==> src/rtl/phy_dly_pkg.sv <==
// Shared definitions for the byte-lane delay-programming path: emitted
// address window and the table-loader state encoding.
package phy_dly_pkg;

  localparam int unsigned DLY_ODLY_FIRST       = 0;
  localparam int unsigned DLY_ODLY_LAST        = 9;
  localparam int unsigned DLY_IDLY_FIRST       = 16;
  localparam int unsigned DLY_IDLY_LAST        = 24;
  localparam int unsigned DLY_ENTRIES_PER_LANE = 19;

  typedef enum logic [2:0] {IDLE, LOAD, SET, SETTLE, DONE} dly_ld_state_t;

  // Entry index k (0..18) to delay address: ODELAYs first, then IDELAYs.
  function automatic logic [4:0] dly_entry_addr(input logic [4:0] k);
    if (k <= 5'(DLY_ODLY_LAST)) return k;
    return k + 5'(DLY_IDLY_FIRST - DLY_ODLY_LAST - 1);
  endfunction

endpackage

==> src/rtl/dly_entry_seq.sv <==
// Lane/entry walker for the delay table loader. Its outputs describe the entry
// that will be current after this edge, so the parent can emit it in the same cycle.
module dly_entry_seq
  import phy_dly_pkg::*;
#(
  parameter int unsigned NUM_LANES = 2,
  parameter int unsigned LW        = 1
) (
  input  logic                 clk_div,
  input  logic                 rst,
  input  logic                 i_load,
  input  logic                 i_adv,
  input  logic [NUM_LANES-1:0] i_mask,
  output logic [LW-1:0]        o_lane,
  output logic [4:0]           o_addr,
  output logic                 o_last,
  output logic                 o_none
);

  logic [LW-1:0]        r_lane, w_lane;
  logic [4:0]           r_k, w_k;
  logic [NUM_LANES-1:0] r_mask, w_mask;
  logic [LW:0]          w_first, w_after_r, w_after_n;

  // Lowest masked lane at or above 'from'; NUM_LANES when there is none.
  function automatic logic [LW:0] find_lane(input logic [NUM_LANES-1:0] m,
                                             input logic [LW:0] from);
    logic [LW:0] res;
    logic        found;
    res   = (LW+1)'(NUM_LANES);
    found = 1'b0;
    for (int unsigned i = 0; i < NUM_LANES; i++) begin
      if (!found && m[LW'(i)] && ((LW+1)'(i) >= from)) begin
        res   = (LW+1)'(i);
        found = 1'b1;
      end
    end
    return res;
  endfunction

  assign w_first   = find_lane(i_mask, '0);
  assign o_none    = (w_first == (LW+1)'(NUM_LANES));
  assign w_after_r = find_lane(r_mask, {1'b0, r_lane} + (LW+1)'(1));

  always_comb begin
    w_lane = r_lane;
    w_k    = r_k;
    w_mask = r_mask;
    if (i_load) begin
      w_mask = i_mask;
      w_lane = w_first[LW-1:0];
      w_k    = '0;
    end else if (i_adv) begin
      if (r_k == 5'(DLY_ENTRIES_PER_LANE - 1)) begin
        w_k    = '0;
        w_lane = w_after_r[LW-1:0];
      end else begin
        w_k = r_k + 5'd1;
      end
    end
  end

  assign w_after_n = find_lane(w_mask, {1'b0, w_lane} + (LW+1)'(1));
  assign o_lane    = w_lane;
  assign o_addr    = dly_entry_addr(w_k);
  assign o_last    = (w_k == 5'(DLY_ENTRIES_PER_LANE - 1)) &&
                     (w_after_n == (LW+1)'(NUM_LANES));

  always_ff @(posedge clk_div) begin
    if (rst) begin
      r_lane <= '0;
      r_k    <= '0;
      r_mask <= '0;
    end else begin
      r_lane <= w_lane;
      r_k    <= w_k;
      r_mask <= w_mask;
    end
  end

endmodule

==> src/rtl/dly_table_loader.sv <==
// Delay-table loader: host-written per-lane tap table streamed to byte lanes
// via ld_delay, then one shared set. Optional readback: DLY_TABLE_LOADER_READBACK_EN.
module dly_table_loader
  import phy_dly_pkg::*;
#(
  parameter  int unsigned NUM_LANES     = 2,
  parameter  int unsigned SETTLE_CYCLES = 4,
  localparam int unsigned LW            = (NUM_LANES > 1) ? $clog2(NUM_LANES) : 1
) (
  input  logic                 clk_div,
  input  logic                 rst,
  input  logic                 wr_en,
  input  logic [LW+4:0]        wr_addr,
  input  logic [7:0]           wr_data,
`ifdef DLY_TABLE_LOADER_READBACK_EN
  input  logic [LW+4:0]        rd_addr,
  output logic [7:0]           rd_data,
`endif
  input  logic [NUM_LANES-1:0] lane_mask,
  input  logic                 start,
  output logic                 busy,
  output logic                 done,
  output logic [7:0]           dly_data,
  output logic [4:0]           dly_addr,
  output logic [NUM_LANES-1:0] ld_delay,
  output logic                 set
);

  localparam int unsigned DEPTH       = (1 << LW) * 32;
  localparam logic [7:0]  SETTLE_LAST = 8'((SETTLE_CYCLES > 0) ? SETTLE_CYCLES - 1 : 0);

  logic [7:0]    r_table [DEPTH];
  dly_ld_state_t r_state, w_state;
  logic [7:0]    r_settle_cnt;
  logic          r_last;
  logic          w_load, w_adv, w_emit;
  logic [LW-1:0] w_seq_lane;
  logic [4:0]    w_seq_addr;
  logic          w_seq_last, w_seq_none;

  dly_entry_seq #(
    .NUM_LANES (NUM_LANES),
    .LW        (LW)
  ) u_seq (
    .clk_div (clk_div),
    .rst     (rst),
    .i_load  (w_load),
    .i_adv   (w_adv),
    .i_mask  (lane_mask),
    .o_lane  (w_seq_lane),
    .o_addr  (w_seq_addr),
    .o_last  (w_seq_last),
    .o_none  (w_seq_none)
  );

  always_ff @(posedge clk_div) begin
    if (rst) begin
      for (int unsigned i = 0; i < DEPTH; i++) r_table[(LW+5)'(i)] <= '0;
    end else if (wr_en) begin
      r_table[wr_addr] <= wr_data;
    end
  end

`ifdef DLY_TABLE_LOADER_READBACK_EN
  always_ff @(posedge clk_div) begin
    if (rst) rd_data <= '0;
    else     rd_data <= r_table[rd_addr];
  end
`endif

  always_comb begin
    w_state = r_state;
    w_load  = 1'b0;
    w_adv   = 1'b0;
    case (r_state)
      IDLE: begin
        if (start) begin
          w_load  = 1'b1;
          w_state = w_seq_none ? SET : LOAD;
        end
      end
      LOAD: begin
        if (r_last) w_state = SET;
        else        w_adv   = 1'b1;
      end
      SET:     w_state = (SETTLE_CYCLES == 0) ? DONE : SETTLE;
      SETTLE:  if (r_settle_cnt == SETTLE_LAST) w_state = DONE;
      DONE:    w_state = IDLE;
      default: w_state = IDLE;
    endcase
  end

  // The first entry is emitted on the accepting edge so ld pulses start in cycle 1.
  assign w_emit = (w_load && !w_seq_none) || w_adv;

  always_ff @(posedge clk_div) begin
    if (rst) r_state <= IDLE;
    else     r_state <= w_state;
  end

  always_ff @(posedge clk_div) begin
    if (rst || (r_state != SETTLE)) r_settle_cnt <= '0;
    else                            r_settle_cnt <= r_settle_cnt + 8'd1;
  end

  always_ff @(posedge clk_div) begin
    if (rst) begin
      busy     <= 1'b0;
      done     <= 1'b0;
      set      <= 1'b0;
      ld_delay <= '0;
      dly_addr <= '0;
      dly_data <= '0;
      r_last   <= 1'b0;
    end else begin
      busy <= (w_state == LOAD) || (w_state == SET) || (w_state == SETTLE);
      set  <= (w_state == SET);
      done <= (w_state == DONE);
      if (w_emit) begin
        ld_delay <= NUM_LANES'(1) << w_seq_lane;
        dly_addr <= w_seq_addr;
        dly_data <= r_table[{w_seq_lane, w_seq_addr}];
        r_last   <= w_seq_last;
      end else begin
        ld_delay <= '0;
      end
    end
  end

endmodule

==> config.mk <==
export PLATFORM = sky130hd
export DESIGN_NAME = dly_table_loader
export DESIGN_NICKNAME = d
export VERILOG_FILES = /design/src/rtl/phy_dly_pkg.sv /design/src/rtl/dly_entry_seq.sv /design/src/rtl/dly_table_loader.sv
export SDC_FILE = /design/constraint.sdc
export NUM_CORES = 1
export LEC_CHECK = 0
export CAP_MARGIN = 5
export CORE_ASPECT_RATIO = 0.5
export CORE_UTILIZATION = 30
export DETAILED_ROUTE_END_ITERATION = 12
export PLACE_DENSITY = 0.42
export RECOVER_POWER = 50
export SYNTH_ARGS = -nofsm -noshare
export SYNTH_HDL_FRONTEND = slang
export SYNTH_SLANG_ARGS = --single-unit
==> constraint.sdc <==
create_clock -name clk_div -period 8.89 [get_ports clk_div]
set_input_delay 0.889 -clock clk_div [delete_from_list [all_inputs] [get_ports clk_div]]
set_output_delay 0.889 -clock clk_div [all_outputs]
set_load 0.005 [all_outputs]
==> impl_metrics.csv, run 1 <==
group,metric,value,unit
synthesis,synth-main-ff-cell,"edfxtp_1",
die,ioPinCount,38,
route,routedWlPerCell,26.97,um
hold_path,whs_path_depth,1,
die,initial_utilization,30.38,%
power,power.density,203.0,nW/um^2
global_routing,grt_pass1_wl,131800,um
synthesis,yosysWarningCount,0,
setup_path,r2r_cells,15,
layout,fill_cells,8691,
setup_path,criticalPathCategory,"reg2reg",
die,rows,76,
hold_path,hold_path.class,"reg2reg",
timing,worst_slew_pin_slew,2.857,ns
global_routing,track_usage,20.94,%
outcome,violations,"max-capacitance violations, max-slew violations",
setup_path,slowest_stage,"a311oi_1",
timing,setup_slack,1.819,ns
synthesis,async_flop_share,0,%
global_routing,overflow,0,
synthesis,synth_simple_gate_area_share,24.37,%
clock_network,htreeDepth,2,
synthesis,synth_area_leaders,"edfxtp_1, and2_1, nand2_1",
placement,routabilityCongestion,0.8606,
layout,nets,2252,
route,antenna_left,0,
setup_path,cp_data_required_time,9.40,ns
clock_network,clk-insertion-delay-late,0.65,ns
timing,rsz0062_at_grt,"no",
die,die_area,88700,um^2
synthesis,synth-adder-area-share,0.2385,%
synthesis,synthDominantCellAreaShare,58.61,%
synthesis,synth_cells,2247,
synthesis,muxShareOfSynthArea,4.965,%
synthesis,synthXorXnorAreaFrac,0.4436,%
setup_path,rr_endpoint,"dly_data[0]",
layout,drive_gt1_share,10.17,%
synthesis,synth_top_family_by_area,"simple AND/OR/NAND/NOR gates",
placement,dpl_worst_slack,2.069,ns
setup_path,max_stage_delay,1.08,ns
global_routing,grt_start_max_net_pins,65,
route,drc,0,
timing,relSlewSlack,-90.50,%
setup_path,critical_path.max_fanout,21,
clock_network,cts_tree,"yes",
setup_path,cp_cell_sequence,"nor4b_4, a31oi_1, a311oi_1, inv_1, ha_1, nand2_1, o31ai_1, o21ba_2, o31a_4, mux2_2, nor2_2, a221oi_1, o2111ai_1, a32o_1, o22ai_1",
timing,period_share,79.53,%
placement,portBuffers,37,
clock_network,cts.clk_slew.worst_paths,0.07,ns
route,vias,17817,
synthesis,synth-seq-cells,549,
synthesis,synth-compound-area-share,5.705,%
clock_network,cts-root-buf,"clkbuf_16",
timing,hold_viol,0,
timing,tns,0,ns
clock_network,clock_sinks,549,
route,drt_iter0_markers,1859,
timing,max_freq,141.4,MHz
placement,hpwl,58880,um
setup_path,crit_path_start_kind,"register",
setup_path,r2r_start,"r_state[0]",
die,die_x,420.2,um
timing,final_max_slew_viol_count,79,
placement,dp.cells,3340,
layout,syn_to_final_growth,12.32,%
clock_network,postCtsSetupBuffers,0,
setup_path,arrival,7.58,ns
route,drt-total-wl,92870,um
setup_path,crit_start,"r_state[0]",
clock_network,cts_hold_buf,0,
clock_network,cts_max_path_buffers,3,
die,fp.coreArea,86340,um^2
setup_path,reg2reg_setup_slack,1.82,ns
route,viasPerCell,5.173,
timing,finalSetupViolCount,0,
global_routing,grt_pass1_vias,17550,
synthesis,synth_edf_count,512,
setup_path,crit_path_end_kind,"register",
outcome,status,"finished with violations",
route,dr.pass1.iters,5,
synthesis,syn_area,26230,um^2
synthesis,ys_seq_area_share,61.44,%
power,power_leakage,0.009918,uW
layout,stdcell_count,3444,
setup_path,critPathCapture,"dly_data[0]",
power,ir_drop,0.1494,mV
clock_network,cts_made_buffers,54,
synthesis,synthesis.nets,2272,
timing,layout_min_cycle_time,7.071,ns
synthesis,syn_avg_cell_area,11.67,um^2
global_routing,antenna_found_initial,10,
flow_run,drv_cap,2,
timing,skew,0.02804,ns
synthesis,ys_types,76,
clock_network,cts_resized,0,
synthesis,synth_top_area_cell,"edfxtp_1",
die,die_h,211.1,um
==> critical path, delay by kind of cell (launching register included) <==
family | cells | cell delay (ns)
AOI/OAI and AO/OA | 9 | 3.06
adders and majority gates | 1 | 0.41
buffers and inverters | 1 | 0.65
DFF | 1 | 0.47
muxes | 1 | 0.62
and+or+nand+nor | 3 | 1.68
==> metrics by stage <==
stage	area (um^2)	utilization (%)	power, uW	hold slack, ns
6_report	29460	34.12	5982	0.4571
5_1_grt	29460	34.11	6164	0.4992
4_1_cts	29500	34.16	6018	0.4617
3_5_place_dp	27730	32.12	3636	0.4482
3_3_place_gp	27730	32.12	3641	0.4457
2_1_floorplan	26230	-	3346	0.4260
==> routing by layer <==
metal | global-route usage [%] | vias up | routed length (um)
met5 | 0 | - | 21
met4 | 5.969 | 4 | 2365
li1 | - | 7947 | -
met2 | 30.39 | 598 | 39580
met1 | 30.53 | 9130 | 43610
met3 | 5.391 | 138 | 7296
==> worst min path at each step <==
stage                         start               to  slack [ns]
finish              r_settle_cnt[0]  r_settle_cnt[0]        0.46
global route            dly_addr[1]      dly_addr[1]        0.50
CTS                 r_settle_cnt[0]  r_settle_cnt[0]        0.46
detailed placement  r_settle_cnt[0]  r_settle_cnt[0]        0.45
global placement        dly_addr[0]      dly_addr[0]        0.45
floorplan           r_settle_cnt[0]  r_settle_cnt[0]        0.43
==> sequential cells by signal, summed over array words and instances (netlist names) <==
name / cells
dly_addr: 5
r_state: 3
busy: 1
done: 1
r_last: 1
set: 1
r_table: 512
r_settle_cnt: 8
dly_data: 8
u_seq.r_mask: 1
u_seq.r_lane: 1
u_seq.r_k: 5
ld_delay: 2
==> cell usage after synthesis, types with 21 or more instances <==
library cell  instances
buf_2                23
nand3_1              91
mux2i_1              57
a31oi_1              42
clkbuf_1            103
nor2_1              123
or2_2                64
o21ai_0              22
dfxtp_1              37
o22ai_1              21
nand2_1             336
mux4_2               30
and2_1              514
edfxtp_1            512
a21oi_1              38
==> kinds of logic (layout without fill, tap and decap cells) <==
family / after synthesis / in the layout
and+or+nand+nor: 1215 / 1215
adders and majority gates: 5 / 5
DFF: 549 / 549
xor gates and xnor gates: 9 / 9
buffers and inverters: 163 / 187
AOI/OAI and AO/OA: 214 / 214
muxes: 92 / 92
other: 0 / 3
==> where the power goes <==
group	total [uW]	internal (uW)	switching, uW
Sequential	3010	2950	60.3
Combinational	567	161	406
Clock	2400	1320	1090
Total	5980	4430	1550
==> placed cells by master (no fill, tap or decap), types with 21 or more instances in the layout <==
cell,n
edfxtp_1,512
nand2_1,335
and2_1,331
and2_0,183
nor2_1,119
nand3_1,91
mux2i_1,55
clkbuf_16,55
or2_2,44
a31oi_1,42
a21oi_1,37
dfxtp_1,37
mux4_2,30
buf_4,29
clkbuf_1,23
o21ai_0,22
o22ai_1,21
==> layout make-up <==
type | instances | area, um^2 | share of cell area, %
Sequential cell | 549 | 16120 | 54.70
Inverter | 6 | 22.52 | 0.07644
Clock buffer | 71 | 1476 | 5.011
Antenna cell | 3 | 7.507 | 0.02548
Clock inverter | 29 | 289.0 | 0.9810
Multi-Input combinational cell | 1535 | 9424 | 31.99
Timing Repair Buffer | 81 | 664.4 | 2.255
Tap cell | 1170 | 1464 | 4.969
(Power assumes the default switching activity.)
==> run 2: changes to the inputs <==
- clock period: 8.89 -> 7.25 ns (I/O delays scaled with it)
==> run 2 against run 1 <==
Compared with the run above:
- the run still ends with max-capacitance violations, max-slew violations left
- register-to-register slack got worse by 0.50 ns
- final cell count rose by 0.44%
- via count fell by 0.98%
- global-route usage barely moved
- clock power rose by 19%
- first-iteration DRC count fell by 13%
- worst setup slack got worse by 0.62 ns
- worst hold slack got worse by 0.0096 ns
- sequential share of layout area fell by 0.067 points
- power rose by 21%
- combinational power rose by 20%
- clock skew fell by 0.0011 ns
- critical path type is now in2reg
- largest power group unchanged
==> impl_metrics.csv, run 2 (synthesis results as in run 1) <==
group,metric,value,unit
outcome,status,"finished with violations",
outcome,violations,"max-capacitance violations, max-slew violations",
setup_path,cp_cell_sequence,"dlygate4sd3_1, nor4b_1, clkbuf_1, a311oi_2, inv_1, ha_1, nand2_1, o31ai_1, o21ba_2, o31a_4, xnor2_4, buf_4, nand2_1, a31oi_1, nand4_1, o21ai_0, nor3_1, o32ai_1",
setup_path,r2r_cells,18,
clock_network,cts_resized,0,
layout,fill_cells,8684,
route,drc,0,
placement,portBuffers,37,
global_routing,overflow,0,
timing,relSlewSlack,-28.32,%
power,total_power,7225,uW
setup_path,cp_common_cell,"nand2_1",
timing,rsz0062_at_grt,"no",
clock_network,cts_tree,"yes",
route,routedWlPerCell,26.92,um
clock_network,cts.clk_slew.worst_paths,0.07,ns
die,die_h,211.1,um
layout,final_common_cell,"edfxtp_1",
layout,top_register,"r_table",
route,viasPerCell,5.100,
route,antenna_left,0,
setup_path,reg2reg_setup_slack,1.32,ns
clock_network,cts_hold_buf,0,
power,power.density,244.9,nW/um^2
layout,nets,2267,
layout,syn_to_final_growth,12.46,%
layout,most-common-layout-cells,"edfxtp_1, nand2_1, and2_1, and2_0, nor2_1",
die,fp.coreArea,86340,um^2
clock_network,postCtsSetupBuffers,0,
die,ioPinCount,38,
setup_path,arrival,6.60,ns
placement,routabilityCongestion,0.8274,
route,drt_iter0_markers,1619,
hold_path,hold_path.class,"reg2reg",
global_routing,track_usage,20.93,%
power,power_leakage,0.009949,uW
layout,fin_area,29500,um^2
setup_path,r2r_start,"u_seq.r_k[0]",
setup_path,criticalPathCategory,"in2reg",
setup_path,rr_endpoint,"dly_data[7]",
timing,period_share,83.48,%
layout,largest_register_ffs,512,
setup_path,crit_path_end_kind,"register",
clock_network,clock_sinks,549,
setup_path,crit_buf_inv,4,
clock_network,htreeDepth,2,
route,dr.pass1.iters,6,
global_routing,grt_start_max_net_pins,65,
setup_path,max_stage_delay,0.74,ns
die,die_x,420.2,um
timing,final_max_slew_viol_count,54,
route,drt-total-wl,93130,um
placement,dpl-instance-area,27840,um^2
timing,worst_slew_pin_slew,1.925,ns
setup_path,crit_path_start_kind,"input port",
hold_path,whs_path_depth,2,
timing,max_freq,165.2,MHz
layout,multi_input_area,9418,um^2
die,rows,76,
timing,skew,0.02695,ns
layout,final_util,34.17,%
die,initial_utilization,30.38,%
die,die_area,88700,um^2
setup_path,critPathTopFamily,"buffers and inverters",
setup_path,cp_data_required_time,7.80,ns
timing,finalSetupViolCount,0,
timing,layout_min_cycle_time,6.052,ns
hold_path,hold_path_end,"dly_addr[1]",
timing,tns,0,ns
layout,seq_area,16120,um^2
global_routing,grt_pass1_vias,17267,
placement,hpwl,58210,um
clock_network,cts_max_path_buffers,3,
timing,hold_viol,0,
global_routing,grt_pass1_wl,132000,um
setup_path,critical_path.max_fanout,21,
route,vias,17642,
hold_path,hold_start,"dly_addr[1]",
clock_network,cts-root-buf,"clkbuf_16",
placement,dpl_worst_slack,0.9558,ns
power,ir_drop,0.1747,mV
setup_path,slowest_stage,"xnor2_4",
layout,drive_gt1_share,10.49,%
layout,reg.largest.list,"r_table x512, dly_data x8, r_settle_cnt x8",
timing,setup_slack,1.198,ns
clock_network,clk-insertion-delay-late,0.65,ns
clock_network,cts_made_buffers,56,
global_routing,antenna_found_initial,3,
flow_run,drv_cap,3,
-- run 2: cell types whose count changed in the layout (fill, tap and decap cells not counted), sizes merged, moves of 3 or more --
cell	change
clkbuf	+4
dlygate4sd3	+3
clkdlybuf4s50	-3
buf	+14
bufinv	-4
-- run 2: worst reg2reg max path, delay by kind of cell, from the launching register on --
| family | cells | cell delay (ns) |
|---|---|---|
| AND/OR/NAND/NOR | 4 | 0.83 |
| flip-flops | 1 | 0.42 |
| buffers and inverters | 3 | 0.97 |
| adder cells (fa/ha/maj) | 2 | 0.56 |
| XOR/XNOR | 1 | 0.76 |
| AO/OA/AOI/OAI | 8 | 2.32 |
-- run 2: power by group --
part,internal (uW),switching [uW]
logic,201,483
registers,3620,72.5
clock network,1510,1340
total,5330,1890
-- run 2: final cells by class --
cell class / instances / area share (%)
Sequential cell: 549 / 54.63
Multi-Input combinational cell: 1535 / 31.93
Clock buffer: 76 / 5.175
Tap cell: 1170 / 4.962
Timing Repair Buffer: 94 / 2.604
Clock inverter: 28 / 0.6192
Inverter: 6 / 0.07635
Antenna cell: 1 / 0.008483
-- run 2: layer usage --
layer	GRT usage, %	vias to the layer above	wire [um]
met5	0	-	0
met3	5.515	104	7038
li1	-	7968	-
met1	30.50	9001	44370
met2	30.89	569	39820
met4	4.665	0	1892
-- run 2: through the flow --
step	cells	hold slack, ns
final	3459	0.4475
after global routing	3458	0.4753
after CTS	3458	0.4577
after detailed placement	3354	0.4489
after global placement	3354	0.4438
after floorplan	2247	0.4260
-- run 2: worst max path at each step --
stage / startpoint / endpoint / slack, ns / cells past startpoint
2_1_floorplan: start / dly_data[5] / 2.43 / 21
3_3_place_gp: start / dly_data[6] / 0.97 / 18
3_5_place_dp: start / dly_data[6] / 0.96 / 18
4_1_cts: r_state[0] / dly_data[6] / 1.38 / 18
5_1_grt: start / dly_data[7] / 0.79 / 18
6_report: start / dly_data[7] / 1.20 / 18
==> run 3: changes to the inputs <==
- PLACE_DENSITY: 0.42 -> 0.44
- clock period: 7.25 -> 5.3 ns (I/O delays scaled with it)
==> run 3 against run 2 <==
Compared with the run above:
- the run still ends with max-capacitance violations, max-slew violations left
- critical path depth is 2 lower
- sequential share of layout area down 0.98 points
- worst setup slack got worse by 0.87 ns
- highest routed layer is now met5
- largest power group unchanged
==> impl_metrics.csv, run 3 (synthesis results as in run 1) <==
group,metric,value,unit
setup_path,cp_common_cell,"buf_12",
die,die_h,211.1,um
hold_path,hold_path_end,"r_settle_cnt[0]",
timing,max_freq,201.0,MHz
global_routing,grt_start_max_net_pins,65,
clock_network,cts_made_buffers,56,
setup_path,crit_path_start_kind,"register",
clock_network,clk-insertion-delay-late,0.64,ns
placement,hpwl,60280,um
clock_network,cts_tree,"yes",
layout,final_util,34.79,%
setup_path,rr_endpoint,"dly_data[3]",
setup_path,r2r_cells,16,
setup_path,crit_path_end_kind,"register",
route,vias,17813,
layout,syn_to_final_growth,14.52,%
setup_path,cp_data_required_time,5.81,ns
global_routing,grt_pass1_wl,131000,um
die,fp.coreArea,86340,um^2
die,die_area,88700,um^2
placement,routabilityCongestion,0.8912,
setup_path,cp_cell_sequence,"or4b_4, or3_1, a21oi_4, inv_2, ha_1, o31ai_1, o21ba_2, o31a_4, xnor2_4, buf_12, buf_12, mux4_2, mux2i_1, o22ai_1, a2111oi_0, a31oi_1",
timing,hold_viol,0,
timing,final_max_slew_viol_count,38,
timing,relSlewSlack,-26.60,%
setup_path,max_stage_delay,0.61,ns
die,ioPinCount,38,
clock_network,cts.clk_slew.worst_paths,0.06,ns
global_routing,track_usage,20.72,%
route,drc,0,
die,rows,76,
route,drt_iter0_markers,1617,
setup_path,criticalPathCategory,"reg2reg",
route,dr.pass1.iters,5,
setup_path,slowest_stage,"or4b_4",
route,antenna_left,0,
outcome,status,"finished with violations",
placement,dpl_worst_slack,0.1346,ns
timing,worst_slew_pin_slew,1.899,ns
setup_path,r2r_start,"r_state[2]",
hold_path,hold_path.class,"reg2reg",
clock_network,cts_max_path_buffers,3,
clock_network,clock_sinks,549,
clock_network,cts-root-buf,"clkbuf_16",
layout,drive_gt1_share,12.47,%
die,initial_utilization,30.38,%
flow_run,drv_cap,2,
layout,reg.largest.list,"r_table x512, dly_data x8, r_settle_cnt x8",
clock_network,htreeDepth,2,
setup_path,crit_buf_inv,3,
timing,layout_min_cycle_time,4.976,ns
layout,largest_register_ffs,512,
layout,nets,2322,
timing,setup_slack,0.3245,ns
layout,top_register,"r_table",
power,power_leakage,0.01027,uW
timing,finalSetupViolCount,0,
timing,tns,0,ns
power,ir_drop,0.2186,mV
global_routing,antenna_found_initial,3,
setup_path,arrival,5.48,ns
global_routing,overflow,0,
setup_path,reg2reg_setup_slack,0.32,ns
setup_path,critPathTopFamily,"compound AO/OA/AOI/OAI gates",
route,routedWlPerCell,26.26,um
outcome,violations,"max-capacitance violations, max-slew violations",
hold_path,hold_start,"r_settle_cnt[0]",
global_routing,grt_pass1_vias,17656,
timing,skew,0.01607,ns
route,drt-total-wl,92270,um
timing,rsz0062_at_grt,"no",
hold_path,whs_path_depth,1,
layout,most-common-layout-cells,"edfxtp_1, and2_1, nand2_1, and2_0, nor2_1",
setup_path,critical_path.max_fanout,21,
timing,period_share,93.88,%
route,viasPerCell,5.069,
die,die_x,420.2,um
power,power.density,335.5,nW/um^2
layout,final_common_cell,"edfxtp_1",
clock_network,cts_hold_buf,0,
placement,portBuffers,37,
## run 3: power breakdown
| group | leakage (uW) | total (uW) | switching (uW) | internal [uW] |
|---|---|---|---|---|
| Clock | 0.000888 | 4040 | 1800 | 2240 |
| Combinational | 0.00422 | 976 | 666 | 310 |
| Sequential | 0.00517 | 5060 | 104 | 4950 |
| Total | 0.0103 | 10100 | 2570 | 7510 |
## run 3: final cells by class
| class | count | area (um^2) |
|---|---|---|
| Fill cell | 8640 | 56300 |
| Sequential cell | 549 | 16120 |
| Multi-Input combinational cell | 1535 | 9433 |
| Clock buffer | 75 | 1553 |
| Tap cell | 1170 | 1464 |
| Timing Repair Buffer | 149 | 1199 |
| Clock inverter | 28 | 249.0 |
| Inverter | 6 | 22.52 |
| Antenna cell | 2 | 5.005 |
## run 3: worst max-delay path by stage
stage          slack (ns)  depth (start not counted)    startpoint          end
2_1_floorplan        0.50                         22    r_state[1]  dly_data[5]
3_3_place_gp         0.13                         17         start  dly_data[3]
3_5_place_dp         0.13                         17         start  dly_data[3]
4_1_cts              0.34                         15    r_state[2]  dly_data[3]
5_1_grt              0.04                         19  u_seq.r_k[0]  dly_data[6]
6_report             0.32                         16    r_state[2]  dly_data[3]
## run 3: routing by layer
| layer | global-route usage, % | up-vias | wire length, um |
|---|---|---|---|
| met2 | 31.55 | 554 | 40380 |
| met3 | 3.299 | 122 | 5396 |
| met4 | 5.517 | 2 | 2408 |
| met1 | 30.43 | 9054 | 44050 |
| li1 | - | 8081 | - |
| met5 | 0 | - | 38 |
## run 3: worst reg2reg max path, delay by kind of cell (launching register included)
kind	cells	cell delay, ns
buffers and inverters	3	0.49
AO/OA/AOI/OAI	7	1.57
adder cells (fa/ha/maj)	1	0.23
XOR/XNOR	1	0.45
multiplexers	2	0.70
AND/OR/NAND/NOR	2	1.04
flip-flops	1	0.40
## run 3: metrics by stage
stage | power (uW) | hold slack [ns] | instances | area, um^2
global route | 10380 | 0.4954 | 3512 | 30040
CTS | 10160 | 0.4589 | 3512 | 30110
detailed placement | 6131 | 0.4502 | 3409 | 28310
floorplan | 5612 | 0.4260 | 2247 | 26230
global placement | 6136 | 0.4450 | 3409 | 28310
finish | 10080 | 0.4606 | 3514 | 30040
## run 3: what timing repair did
action	4_1_cts	5_1_grt
setup buffers	0	0
hold endpoints to repair	0	0
gates resized for setup	0	1
setup endpoints to repair	0	1
